--- src/rtl/ctrl_pipeline_if.sv ---
// Control bundle between the ID-stage decoder/datapath and ctrl_pipeline.
// The slave modport is the pipeline controller; the master modport is the decoder/datapath side.
interface ctrl_pipeline_if #(
    parameter int CNT_W = 16
);
    // ID-stage decoded instruction and EX-stage ALU flag
    logic             id_valid;
    logic [4:0]       id_rs;
    logic [4:0]       id_rt;
    logic [4:0]       id_rd;
    logic             id_reg_write;
    logic             id_reg_dst;
    logic             id_alu_src;
    logic             id_branch;
    logic             id_b;
    logic             id_mem_write;
    logic             id_mem_to_reg;
    logic             id_jump;
    logic [3:0]       id_alu_ctrl;
    logic             ex_zero;

    // Hazard / PC control and per-stage controls
    logic             stall;
    logic             flush_ifid;
    logic [1:0]       pc_sel;
    logic             ex_alu_src;
    logic             ex_reg_dst;
    logic [3:0]       ex_alu_ctrl;
    logic             mem_write;
    logic             mem_read;
    logic             wb_reg_write;
    logic             wb_mem_to_reg;
    logic [4:0]       wb_waddr;
    logic [1:0]       fwd_a;
    logic [1:0]       fwd_b;
    logic [CNT_W-1:0] stall_cnt;
    logic [CNT_W-1:0] flush_cnt;

    modport master (
        output id_valid, id_rs, id_rt, id_rd, id_reg_write, id_reg_dst, id_alu_src,
               id_branch, id_b, id_mem_write, id_mem_to_reg, id_jump, id_alu_ctrl, ex_zero,
        input  stall, flush_ifid, pc_sel, ex_alu_src, ex_reg_dst, ex_alu_ctrl, mem_write,
               mem_read, wb_reg_write, wb_mem_to_reg, wb_waddr, fwd_a, fwd_b, stall_cnt, flush_cnt
    );

    modport slave (
        input  id_valid, id_rs, id_rt, id_rd, id_reg_write, id_reg_dst, id_alu_src,
               id_branch, id_b, id_mem_write, id_mem_to_reg, id_jump, id_alu_ctrl, ex_zero,
        output stall, flush_ifid, pc_sel, ex_alu_src, ex_reg_dst, ex_alu_ctrl, mem_write,
               mem_read, wb_reg_write, wb_mem_to_reg, wb_waddr, fwd_a, fwd_b, stall_cnt, flush_cnt
    );
endinterface

--- src/rtl/ctrl_pipeline.sv ---
// EX/MEM/WB control pipeline with hazard detection, branch/jump resolution and forwarding selects.
// Optional macro FORWARDING_EN: with it only load-use stalls; without it every RAW on EX/MEM stalls.
module ctrl_pipeline #(
    parameter int CNT_W = 16
) (
    input  logic             clk,
    input  logic             rst_n,
    ctrl_pipeline_if.slave   bus
);
    localparam logic [1:0] PC_SEQ  = 2'b00;
    localparam logic [1:0] PC_BR   = 2'b01;
    localparam logic [1:0] PC_JMP  = 2'b10;
    localparam logic [1:0] FWD_RF  = 2'b00;
    localparam logic [1:0] FWD_WB  = 2'b01;
    localparam logic [1:0] FWD_MEM = 2'b10;
    localparam logic [CNT_W-1:0] CNT_ONE = 1;

    // Stage registers
    logic             r_ex_valid, r_ex_reg_write, r_ex_alu_src, r_ex_reg_dst;
    logic             r_ex_branch, r_ex_b, r_ex_mem_write, r_ex_mem_to_reg;
    logic [3:0]       r_ex_alu_ctrl;
    logic [4:0]       r_ex_dest;
    logic [1:0]       r_ex_fwd_a, r_ex_fwd_b;
    logic             r_mem_valid, r_mem_reg_write, r_mem_mem_write, r_mem_mem_to_reg;
    logic [4:0]       r_mem_dest;
    logic             r_wb_valid, r_wb_reg_write, r_wb_mem_to_reg;
    logic [4:0]       r_wb_dest;
    logic [CNT_W-1:0] r_stall_cnt, r_flush_cnt;

    logic             w_uses_rs, w_uses_rt, w_ex_hit, w_hazard;
    logic             w_taken, w_stall, w_jump, w_flush, w_ex_load;
    logic [1:0]       w_pc_sel, w_fwd_a, w_fwd_b;
    logic [4:0]       w_id_dest;
    logic             w_id_reg_write;

    function automatic logic src_hit(input logic [4:0] src, input logic used, input logic [4:0] dest);
        return used && (src == dest) && (dest != 5'd0);
    endfunction

`ifdef FORWARDING_EN
    // Selects are resolved one cycle early: today's EX becomes MEM, today's MEM becomes WB.
    function automatic logic [1:0] fwd_sel(input logic [4:0] src,
                                           input logic ex_wr,  input logic [4:0] ex_dest,
                                           input logic mem_wr, input logic [4:0] mem_dest);
        if (src != 5'd0 && ex_wr && ex_dest == src)        return FWD_MEM;
        else if (src != 5'd0 && mem_wr && mem_dest == src) return FWD_WB;
        else                                               return FWD_RF;
    endfunction
`else
    logic w_mem_hit;
`endif

    // stall holds PC and IF/ID for one cycle; flush_ifid turns IF/ID into a bubble at the next edge.
    always_comb begin
        w_uses_rs      = ~bus.id_jump;
        w_uses_rt      = ~bus.id_alu_src | bus.id_mem_write | bus.id_branch;
        w_ex_hit       = src_hit(bus.id_rs, w_uses_rs, r_ex_dest) | src_hit(bus.id_rt, w_uses_rt, r_ex_dest);
        w_id_dest      = bus.id_reg_dst ? bus.id_rd : bus.id_rt;
        w_id_reg_write = bus.id_reg_write & (w_id_dest != 5'd0);
`ifdef FORWARDING_EN
        w_hazard = bus.id_valid & r_ex_valid & r_ex_mem_to_reg & w_ex_hit;
        w_fwd_a  = fwd_sel(bus.id_rs, r_ex_valid & r_ex_reg_write, r_ex_dest,
                           r_mem_valid & r_mem_reg_write, r_mem_dest);
        w_fwd_b  = fwd_sel(bus.id_rt, r_ex_valid & r_ex_reg_write, r_ex_dest,
                           r_mem_valid & r_mem_reg_write, r_mem_dest);
`else
        w_mem_hit = src_hit(bus.id_rs, w_uses_rs, r_mem_dest) | src_hit(bus.id_rt, w_uses_rt, r_mem_dest);
        w_hazard  = bus.id_valid & ((r_ex_valid & r_ex_reg_write & w_ex_hit) |
                                    (r_mem_valid & r_mem_reg_write & w_mem_hit));
        w_fwd_a   = FWD_RF;
        w_fwd_b   = FWD_RF;
`endif
        w_taken   = r_ex_valid & r_ex_branch & (bus.ex_zero ^ r_ex_b);
        w_stall   = w_hazard & ~w_taken;
        w_jump    = bus.id_valid & bus.id_jump & ~w_hazard & ~w_taken;
        w_flush   = w_taken | w_jump;
        w_pc_sel  = PC_SEQ;
        if (w_taken)     w_pc_sel = PC_BR;
        else if (w_jump) w_pc_sel = PC_JMP;
        // A jump, a squashed instruction or a stalled instruction all leave a bubble in EX.
        w_ex_load = bus.id_valid & ~bus.id_jump & ~w_taken & ~w_stall;
    end

    always_ff @(posedge clk or negedge rst_n) begin
        if (!rst_n) begin
            r_ex_valid       <= 1'b0;
            r_ex_reg_write   <= 1'b0;
            r_ex_alu_src     <= 1'b0;
            r_ex_reg_dst     <= 1'b0;
            r_ex_branch      <= 1'b0;
            r_ex_b           <= 1'b0;
            r_ex_mem_write   <= 1'b0;
            r_ex_mem_to_reg  <= 1'b0;
            r_ex_alu_ctrl    <= 4'd0;
            r_ex_dest        <= 5'd0;
            r_ex_fwd_a       <= FWD_RF;
            r_ex_fwd_b       <= FWD_RF;
            r_mem_valid      <= 1'b0;
            r_mem_reg_write  <= 1'b0;
            r_mem_mem_write  <= 1'b0;
            r_mem_mem_to_reg <= 1'b0;
            r_mem_dest       <= 5'd0;
            r_wb_valid       <= 1'b0;
            r_wb_reg_write   <= 1'b0;
            r_wb_mem_to_reg  <= 1'b0;
            r_wb_dest        <= 5'd0;
            r_stall_cnt      <= '0;
            r_flush_cnt      <= '0;
        end else begin
            r_ex_valid       <= w_ex_load;
            r_ex_reg_write   <= w_ex_load & w_id_reg_write;
            r_ex_alu_src     <= w_ex_load & bus.id_alu_src;
            r_ex_reg_dst     <= w_ex_load & bus.id_reg_dst;
            r_ex_branch      <= w_ex_load & bus.id_branch;
            r_ex_b           <= w_ex_load & bus.id_b;
            r_ex_mem_write   <= w_ex_load & bus.id_mem_write;
            r_ex_mem_to_reg  <= w_ex_load & bus.id_mem_to_reg;
            r_ex_alu_ctrl    <= w_ex_load ? bus.id_alu_ctrl : 4'd0;
            r_ex_dest        <= w_ex_load ? w_id_dest : 5'd0;
            r_ex_fwd_a       <= w_ex_load ? w_fwd_a : FWD_RF;
            r_ex_fwd_b       <= w_ex_load ? w_fwd_b : FWD_RF;
            r_mem_valid      <= r_ex_valid;
            r_mem_reg_write  <= r_ex_reg_write;
            r_mem_mem_write  <= r_ex_mem_write;
            r_mem_mem_to_reg <= r_ex_mem_to_reg;
            r_mem_dest       <= r_ex_dest;
            r_wb_valid       <= r_mem_valid;
            r_wb_reg_write   <= r_mem_reg_write;
            r_wb_mem_to_reg  <= r_mem_mem_to_reg;
            r_wb_dest        <= r_mem_dest;
            if (w_stall && r_stall_cnt != '1) r_stall_cnt <= r_stall_cnt + CNT_ONE;
            if (w_flush && r_flush_cnt != '1) r_flush_cnt <= r_flush_cnt + CNT_ONE;
        end
    end

    assign bus.stall         = w_stall;
    assign bus.flush_ifid    = w_flush;
    assign bus.pc_sel        = w_pc_sel;
    assign bus.ex_alu_src    = r_ex_valid & r_ex_alu_src;
    assign bus.ex_reg_dst    = r_ex_valid & r_ex_reg_dst;
    assign bus.ex_alu_ctrl   = r_ex_valid ? r_ex_alu_ctrl : 4'd0;
    assign bus.fwd_a         = r_ex_valid ? r_ex_fwd_a : FWD_RF;
    assign bus.fwd_b         = r_ex_valid ? r_ex_fwd_b : FWD_RF;
    assign bus.mem_write     = r_mem_valid & r_mem_mem_write;
    assign bus.mem_read      = r_mem_valid & r_mem_mem_to_reg;
    assign bus.wb_reg_write  = r_wb_valid & r_wb_reg_write;
    assign bus.wb_mem_to_reg = r_wb_valid & r_wb_mem_to_reg;
    assign bus.wb_waddr      = r_wb_valid ? r_wb_dest : 5'd0;
    assign bus.stall_cnt     = r_stall_cnt;
    assign bus.flush_cnt     = r_flush_cnt;
endmodule

--- src/flat_wrapper.sv ---
// flat-port wrapper written by rule: the top's interface ports become plain ports
module ctrl_pipeline_flat 
#(
    parameter int CNT_W = 16
)
  (clk, rst_n, bus_id_valid, bus_id_rs, bus_id_rt, bus_id_rd, bus_id_reg_write, bus_id_reg_dst, bus_id_alu_src, bus_id_branch, bus_id_b, bus_id_mem_write, bus_id_mem_to_reg, bus_id_jump, bus_id_alu_ctrl, bus_ex_zero, bus_stall, bus_flush_ifid, bus_pc_sel, bus_ex_alu_src, bus_ex_reg_dst, bus_ex_alu_ctrl, bus_mem_write, bus_mem_read, bus_wb_reg_write, bus_wb_mem_to_reg, bus_wb_waddr, bus_fwd_a, bus_fwd_b, bus_stall_cnt, bus_flush_cnt);
  ctrl_pipeline_if #(.CNT_W(CNT_W)) bus_i ();
  input  logic clk;
  input  logic rst_n;
  input wire logic [$bits(bus_i.id_valid)-1:0] bus_id_valid;
  input wire logic [$bits(bus_i.id_rs)-1:0] bus_id_rs;
  input wire logic [$bits(bus_i.id_rt)-1:0] bus_id_rt;
  input wire logic [$bits(bus_i.id_rd)-1:0] bus_id_rd;
  input wire logic [$bits(bus_i.id_reg_write)-1:0] bus_id_reg_write;
  input wire logic [$bits(bus_i.id_reg_dst)-1:0] bus_id_reg_dst;
  input wire logic [$bits(bus_i.id_alu_src)-1:0] bus_id_alu_src;
  input wire logic [$bits(bus_i.id_branch)-1:0] bus_id_branch;
  input wire logic [$bits(bus_i.id_b)-1:0] bus_id_b;
  input wire logic [$bits(bus_i.id_mem_write)-1:0] bus_id_mem_write;
  input wire logic [$bits(bus_i.id_mem_to_reg)-1:0] bus_id_mem_to_reg;
  input wire logic [$bits(bus_i.id_jump)-1:0] bus_id_jump;
  input wire logic [$bits(bus_i.id_alu_ctrl)-1:0] bus_id_alu_ctrl;
  input wire logic [$bits(bus_i.ex_zero)-1:0] bus_ex_zero;
  output wire logic [$bits(bus_i.stall)-1:0] bus_stall;
  output wire logic [$bits(bus_i.flush_ifid)-1:0] bus_flush_ifid;
  output wire logic [$bits(bus_i.pc_sel)-1:0] bus_pc_sel;
  output wire logic [$bits(bus_i.ex_alu_src)-1:0] bus_ex_alu_src;
  output wire logic [$bits(bus_i.ex_reg_dst)-1:0] bus_ex_reg_dst;
  output wire logic [$bits(bus_i.ex_alu_ctrl)-1:0] bus_ex_alu_ctrl;
  output wire logic [$bits(bus_i.mem_write)-1:0] bus_mem_write;
  output wire logic [$bits(bus_i.mem_read)-1:0] bus_mem_read;
  output wire logic [$bits(bus_i.wb_reg_write)-1:0] bus_wb_reg_write;
  output wire logic [$bits(bus_i.wb_mem_to_reg)-1:0] bus_wb_mem_to_reg;
  output wire logic [$bits(bus_i.wb_waddr)-1:0] bus_wb_waddr;
  output wire logic [$bits(bus_i.fwd_a)-1:0] bus_fwd_a;
  output wire logic [$bits(bus_i.fwd_b)-1:0] bus_fwd_b;
  output wire logic [$bits(bus_i.stall_cnt)-1:0] bus_stall_cnt;
  output wire logic [$bits(bus_i.flush_cnt)-1:0] bus_flush_cnt;
  assign bus_i.id_valid = bus_id_valid;
  assign bus_i.id_rs = bus_id_rs;
  assign bus_i.id_rt = bus_id_rt;
  assign bus_i.id_rd = bus_id_rd;
  assign bus_i.id_reg_write = bus_id_reg_write;
  assign bus_i.id_reg_dst = bus_id_reg_dst;
  assign bus_i.id_alu_src = bus_id_alu_src;
  assign bus_i.id_branch = bus_id_branch;
  assign bus_i.id_b = bus_id_b;
  assign bus_i.id_mem_write = bus_id_mem_write;
  assign bus_i.id_mem_to_reg = bus_id_mem_to_reg;
  assign bus_i.id_jump = bus_id_jump;
  assign bus_i.id_alu_ctrl = bus_id_alu_ctrl;
  assign bus_i.ex_zero = bus_ex_zero;
  assign bus_stall = bus_i.stall;
  assign bus_flush_ifid = bus_i.flush_ifid;
  assign bus_pc_sel = bus_i.pc_sel;
  assign bus_ex_alu_src = bus_i.ex_alu_src;
  assign bus_ex_reg_dst = bus_i.ex_reg_dst;
  assign bus_ex_alu_ctrl = bus_i.ex_alu_ctrl;
  assign bus_mem_write = bus_i.mem_write;
  assign bus_mem_read = bus_i.mem_read;
  assign bus_wb_reg_write = bus_i.wb_reg_write;
  assign bus_wb_mem_to_reg = bus_i.wb_mem_to_reg;
  assign bus_wb_waddr = bus_i.wb_waddr;
  assign bus_fwd_a = bus_i.fwd_a;
  assign bus_fwd_b = bus_i.fwd_b;
  assign bus_stall_cnt = bus_i.stall_cnt;
  assign bus_flush_cnt = bus_i.flush_cnt;
  ctrl_pipeline #(.CNT_W(CNT_W)) u_core (.clk(clk), .rst_n(rst_n), .bus(bus_i));
endmodule
--- config.mk ---
export PLATFORM = sky130hd
export DESIGN_NAME = ctrl_pipeline_flat
export DESIGN_NICKNAME = d
export VERILOG_FILES = /design/src/rtl/ctrl_pipeline_if.sv /design/src/rtl/ctrl_pipeline.sv /design/src/flat_wrapper.sv
export SDC_FILE = /design/constraint.sdc
export NUM_CORES = 1
export LEC_CHECK = 0
export CAP_MARGIN = 25
export CORE_ASPECT_RATIO = 1.2
export CORE_MARGIN = 1.5
export CORE_UTILIZATION = 48
export DETAILED_ROUTE_END_ITERATION = 8
export GPL_ROUTABILITY_DRIVEN = 0
export HOLD_SLACK_MARGIN = 0.06
export MAX_ROUTING_LAYER = met4
export PLACE_DENSITY_LB_ADDON = 0.2
export SYNTH_ARGS = -nofsm -noshare
export SYNTH_HDL_FRONTEND = slang
export SYNTH_SLANG_ARGS = --single-unit
--- constraint.sdc ---
create_clock -name clk -period 2.8 [get_ports clk]
set_input_delay 0.42 -clock clk [delete_from_list [all_inputs] [get_ports clk]]
set_output_delay 0.42 -clock clk [all_outputs]
set_load 0.01 [all_outputs]
# Yosys cells after proc, flatten, opt, wreduce, memory -nomap -nowiden
# Cells that the tools add are included.
[totals]
input_bits = 31
register_bits = 66
[op_classes]
n_mux = 7
n_reduce_logical = 13
n_bitwise = 40
eq_ne = 6
n_addsub = 2
[ops]
columns = ["op", "count"]
rows = [
  ["adder 16 x 1 -> 16 bit (second input constant)", 2],
  ["!= test 16 bit (second input constant)", 2],
  ["AND 1 bit", 28],
  ["equality test 5 bit", 4],
  ["two-way mux 5 bit", 3],
  ["nonzero test 5 bit", 3],
  ["logical AND 1 bit", 10],
  ["two-way mux 4 bit", 2],
  ["bitwise OR 1 bit", 6],
  ["NOT 1 bit", 5],
  ["two-way mux 2 bit", 2],
  ["bitwise XOR 1 bit", 1],
]

# Longest topological paths before layout
[logic_depth]
word_depth = 14
mapped_depth = 9

# Worst setup path after synthesis
# Ideal clock, no wire load.
[synth_timing]
path_type = "flip-flop to flip-flop"
start = "reg u_core.r_ex_dest[0]"
end = "reg u_core.r_flush_cnt[11], in the netlist u_core.bus.flush_cnt[11]"
path_slack_ns = 0.507
path_stages_with_launch = 7
required_time_ns = 2.674
arrival_time_ns = 2.167
n_path_buf = 0
setup_ns = 0.126
synth_period_minus_slack_ns = 2.293
cell_sequence = "dfrtp_1 -> or3_1 -> o311a_1 -> a22oi_4 -> a31oi_4 -> or4_4 -> xnor2_2"
[synth_between]
elab_chain_len = 12
word_cells_on_any_way = 16
cone_classes = "2 x eq/ne; 8 x bitwise; 6 x reduce/logical"
[synth_lines]
columns = ["item", "line", "text"]
rows = [
  ["start, declared", "ctrl_pipeline.sv:22", "logic [4:0] r_ex_dest;"],
  ["start signal, assigned", "ctrl_pipeline.sv:119", "r_ex_dest <= w_ex_load ? w_id_dest : 5'd0;"],
  ["equality test 5 bit", "ctrl_pipeline.sv:37", "return used && (src == dest) && (dest != 5'd0);"],
  ["logical AND 1 bit (2 in series)", "ctrl_pipeline.sv:37", ""],
  ["bitwise OR 1 bit (*)", "ctrl_pipeline.sv:57", "w_ex_hit = src_hit(bus.id_rs, w_uses_rs, r_ex_dest) | src_hit(bus.id_rt, w_uses_rt, r_ex_dest);"],
  ["AND 1 bit (*)", "ctrl_pipeline.sv:68", "w_hazard = bus.id_valid & ((r_ex_valid & r_ex_reg_write & w_ex_hit) |"],
  ["bitwise OR 1 bit (*)", "ctrl_pipeline.sv:68", ""],
  ["AND 1 bit (*)", "ctrl_pipeline.sv:68", ""],
  ["NOT 1 bit (*)", "ctrl_pipeline.sv:75", "w_jump = bus.id_valid & bus.id_jump & ~w_hazard & ~w_taken;"],
  ["AND 1 bit (*) (2 in series)", "ctrl_pipeline.sv:75", ""],
  ["bitwise OR 1 bit (*)", "ctrl_pipeline.sv:76", "w_flush = w_taken | w_jump;"],
  ["logical AND 1 bit (*)", "ctrl_pipeline.sv:132", "if (w_flush && r_flush_cnt != '1) r_flush_cnt <= r_flush_cnt + CNT_ONE;"],
  ["end signal, assigned", "ctrl_pipeline.sv:132", ""],
  ["end, declared", "ctrl_pipeline.sv:28", "logic [CNT_W-1:0] r_stall_cnt, r_flush_cnt;"],
]
# Every way passes the cells marked *; elsewhere a longest branch is shown, timed or not.
# A chain may end at the register's enable or synchronous reset.

# Worst setup path in the final report
[layout_timing]
start = "in bus_id_rs[1]"
end = "out bus_flush_ifid"
[layout_between]
elab_chain_len = 11
word_cells_on_any_way = 16
cone_classes = "2 x eq/ne; 10 x bitwise; 4 x reduce/logical"
[layout_lines]
columns = ["item", "line", "text"]
rows = [
  ["start, declared", "flat_wrapper.sv:11", "input wire logic [$bits(bus_i.id_rs)-1:0] bus_id_rs;"],
  ["equality test 5 bit", "ctrl_pipeline.sv:37", ""],
  ["logical AND 1 bit (2 in series)", "ctrl_pipeline.sv:37", ""],
  ["bitwise OR 1 bit, on equally long branches", "ctrl_pipeline.sv:57, ctrl_pipeline.sv:67", ""],
  ["AND 1 bit, on equally long branches", "ctrl_pipeline.sv:68, ctrl_pipeline.sv:69", ""],
  ["bitwise OR 1 bit (*)", "ctrl_pipeline.sv:68", ""],
  ["AND 1 bit (*)", "ctrl_pipeline.sv:68", ""],
  ["NOT 1 bit (*)", "ctrl_pipeline.sv:75", ""],
  ["AND 1 bit (*) (2 in series)", "ctrl_pipeline.sv:75", ""],
  ["bitwise OR 1 bit (*)", "ctrl_pipeline.sv:76", ""],
  ["end, declared", "flat_wrapper.sv:25", "output wire logic [$bits(bus_i.flush_ifid)-1:0] bus_flush_ifid;"],
]
# Marked as above.

==> results.md <==
- Die area: 6809 um2
- CTS tree: yes
- Slew @ Worst Pin: 0.7025 ns
- Post-Route Utilization: 69.82%
- Final setup fails: 0
- Drc violations: 0
- Worst vdd ir: 0.0002945 V
- Total CTS buffers: 9
- Nature of the critical path endpoint: output pin
- Final HPWL DP: 4799 um
- Initial antenna violation count: 0
- Max_slew headroom: 53.17%
- Cell Pwr Density: 531.1 nW/um2
- Final Hold Vio Count: 0
- I/O pin count: 86
- Min Tclk post-route: 2.709 ns
- Vias per std cell: 5.094
- Required time worst endpoint: 2.38 ns
- Sink Count: 66
- CP Class: in -> out
- Detailed Routing Iterations Pass 1: 4
- Core ar.: 6090 um2
- Clk_skew: 0.006802 ns
- Area growth, synth to finish: 40.12%
- Hold_buf cts: 0
- Largest net degree at the start of global routing: 36
- Fraction of layout cells with a size suffix above 1: 15.07%
- Register area share after synthesis: 54.43%
- Ys Warns: 0
- Tot Pwr: 0.002258 W
- Post-Syn Instances: 258
- Ys async rst share: 100.0%
- Initial Util: 49.83%
- Multi-input logic area: 1336 um2
- Net total in the final layout: 394
- Clk_lat worst skew: 0.33 ns
- Root buf cell: clkbuf_8
- Synth Flop Type: dfrtp_1
- Post-synth cell types: 41
- Drt initial violations: 54
- Clk pin slew, worst setup/hold paths: 0.07 ns
- GRT Util Overall: 20.24%
- Final TNS setup: 0 ns
- Worst Path Max Fanout: 3
- Status: finished clean
- Detail Route Antenna Nets: 0
- # port buffers: 81
- Hold Path Class: in -> async
- Number of fillers in the final layout: 491
- First-pass GRT wire length: 10,070 um
- Die W: 75.58 um
- Period utilisation layout: 96.74%
- Post-Route WL: 6211 um
- Syn_area_per_cell: 11.76 um2
- Ant diodes: 0
- Max cap viols: 0
- Area occupied by registers: 1652 um2
- Post-synth design cell area: 3034 um2
- Vias post-DR: 2,277
- Lkg Pwr: 1.926 nW
- Htree depth: 3
- Final Max Slew Viols: 0
- Std-Cell Rows: 31
- Vias in the first global route: 2,246
- Total grt overflow: 0
- Setup repair after global routing missed its margin: no
- Type of origin of the critical path: primary input
- FF+latch count, synth: 66
- Post-synth EDFFs: 0
- Routed wire length per instance: 13.89 um
- Critical path data arrival time: 2.29 ns
- Die Height: 90.10 um
- F_max: 369.2 MHz
- Clock Path Buffers: 2
==> routing by layer <==
metal  track usage [%]  share of wire, %
met3             4.821               4.3
met4             9.077               1.9
met2             33.63                54
met1             22.38                40
met5                 -                 0
==> cell usage in the layout, fill, tap and decap left out, drive strengths merged, types with 3 or more instances in the layout <==
master	synthesis	routed
buf	9	18
mux2i	5	5
inv	5	5
dlygate4sd2	0	3
clkbuf	0	9
nor4	6	6
nand2	16	16
dfrtp	66	66
mux2	3	3
conb	1	4
nor2	10	10
or3	3	3
clkdlybuf4s50	0	73
nor4b	3	3
nor3	7	7
xor2	16	16
xnor2	34	34
nand4	9	9
clkinv	0	4
and3	3	3
dlymetal6s2s	0	3
and2	26	26
or2	4	4
nand3	11	11
==> final cells by class <==
type | count | area share (%)
inverters | 5 | 0.4414
clock inverters | 6 | 1.619
repair buffers | 98 | 22.34
flip-flops and latches | 66 | 38.85
well taps | 82 | 2.413
multi-input cells | 181 | 31.43
clock buffers | 9 | 2.913
==> final timing paths <==
kind                                       endpoint  slack, ns  cells past startpoint                  start
min                         u_core.bus.flush_cnt[5]       0.13                      1                  rst_n
max in group asynchronous   u_core.bus.stall_cnt[7]       2.05                      2                  rst_n
min in group clk             u_core.r_mem_mem_write       0.36                      0  u_core.r_ex_mem_write
min reg2reg                  u_core.r_mem_mem_write       0.36                      0  u_core.r_ex_mem_write
max                                  bus_flush_ifid       0.09                      9           bus_id_rs[1]
max reg2reg                u_core.bus.flush_cnt[15]       0.16                      8   u_core.r_mem_dest[1]
==> power by group <==
group          total (W)  leakage, nW  internal (W)  switching [W]
registers        0.00110        0.882       0.00103      0.0000754
clock network   0.000778       0.0953      0.000409       0.000369
logic           0.000379        0.949      0.000223       0.000156
total            0.00226         1.93       0.00166       0.000600
==> worst max-delay path: stages <==
cell             delay (ns)
clkdlybuf4s50_1        0.45
buf_4                  0.16
xor2_1                 0.16
o32ai_2                0.33
a22oi_4                0.13
buf_4                  0.16
a31oi_4                0.18
inv_2                  0.06
clkdlybuf4s15_1        0.23
==> per-stage QoR <==
| stage | area (um2) | std cells | hold slack (ns) | worst slack, ns |
|---|---|---|---|---|
| CTS | 4243 | 447 | 0.1349 | 0.02401 |
| global placement | 4028 | 431 | 0.3322 | -0.2450 |
| global route | 4252 | 447 | 0.1917 | 0.009796 |
| detailed placement | 4028 | 431 | 0.3413 | -0.3134 |
| finish | 4252 | 447 | 0.1266 | 0.09134 |
| floorplan | 3045 | 261 | 0.1244 | 0.5071 |
==> cells by family after synthesis <==
| group | Yosys count | share of synthesized area [%] |
|---|---|---|
| and+or+nand+nor | 107 | 21.03 |
| muxes | 8 | 2.763 |
| other | 1 | 0.1236 |
| xor gates and xnor gates | 50 | 14.68 |
| DFF | 66 | 54.43 |
| AOI/OAI and AO/OA | 10 | 3.588 |
| buffers and inverters | 14 | 2.557 |
| adders and majority gates | 2 | 0.8246 |
==> Yosys cell counts, drive strengths merged (2+ instances only) <==
master / n / area, um2
o311a: 2 / 20.02
or2: 4 / 25.02
nand2: 16 / 60.06
nand2b: 2 / 12.51
nor4: 6 / 62.56
or4: 2 / 18.77
nor2b: 2 / 12.51
and2: 26 / 162.7
o32ai: 2 / 17.52
nor3: 7 / 40.04
mux2: 3 / 33.78
xnor2: 34 / 305.3
and3: 3 / 18.77
nand4: 9 / 56.30
ha: 2 / 25.02
nor4b: 3 / 32.53
buf: 9 / 58.80
dfrtp: 66 / 1652
mux2i: 5 / 50.05
xor2: 16 / 140.1
inv: 5 / 18.77
nand3: 11 / 55.05
or3: 3 / 18.77
nor2: 10 / 37.54
==> timing repair <==
action | in CTS | in global routing
pin swaps | 2 | 4
resized for setup | 8 | 5
setup endpoints to repair | 3 | 1
hold endpoints to repair | 0 | 0
setup buffers | 1 | 0
Power figures use the tool's default switching activity.
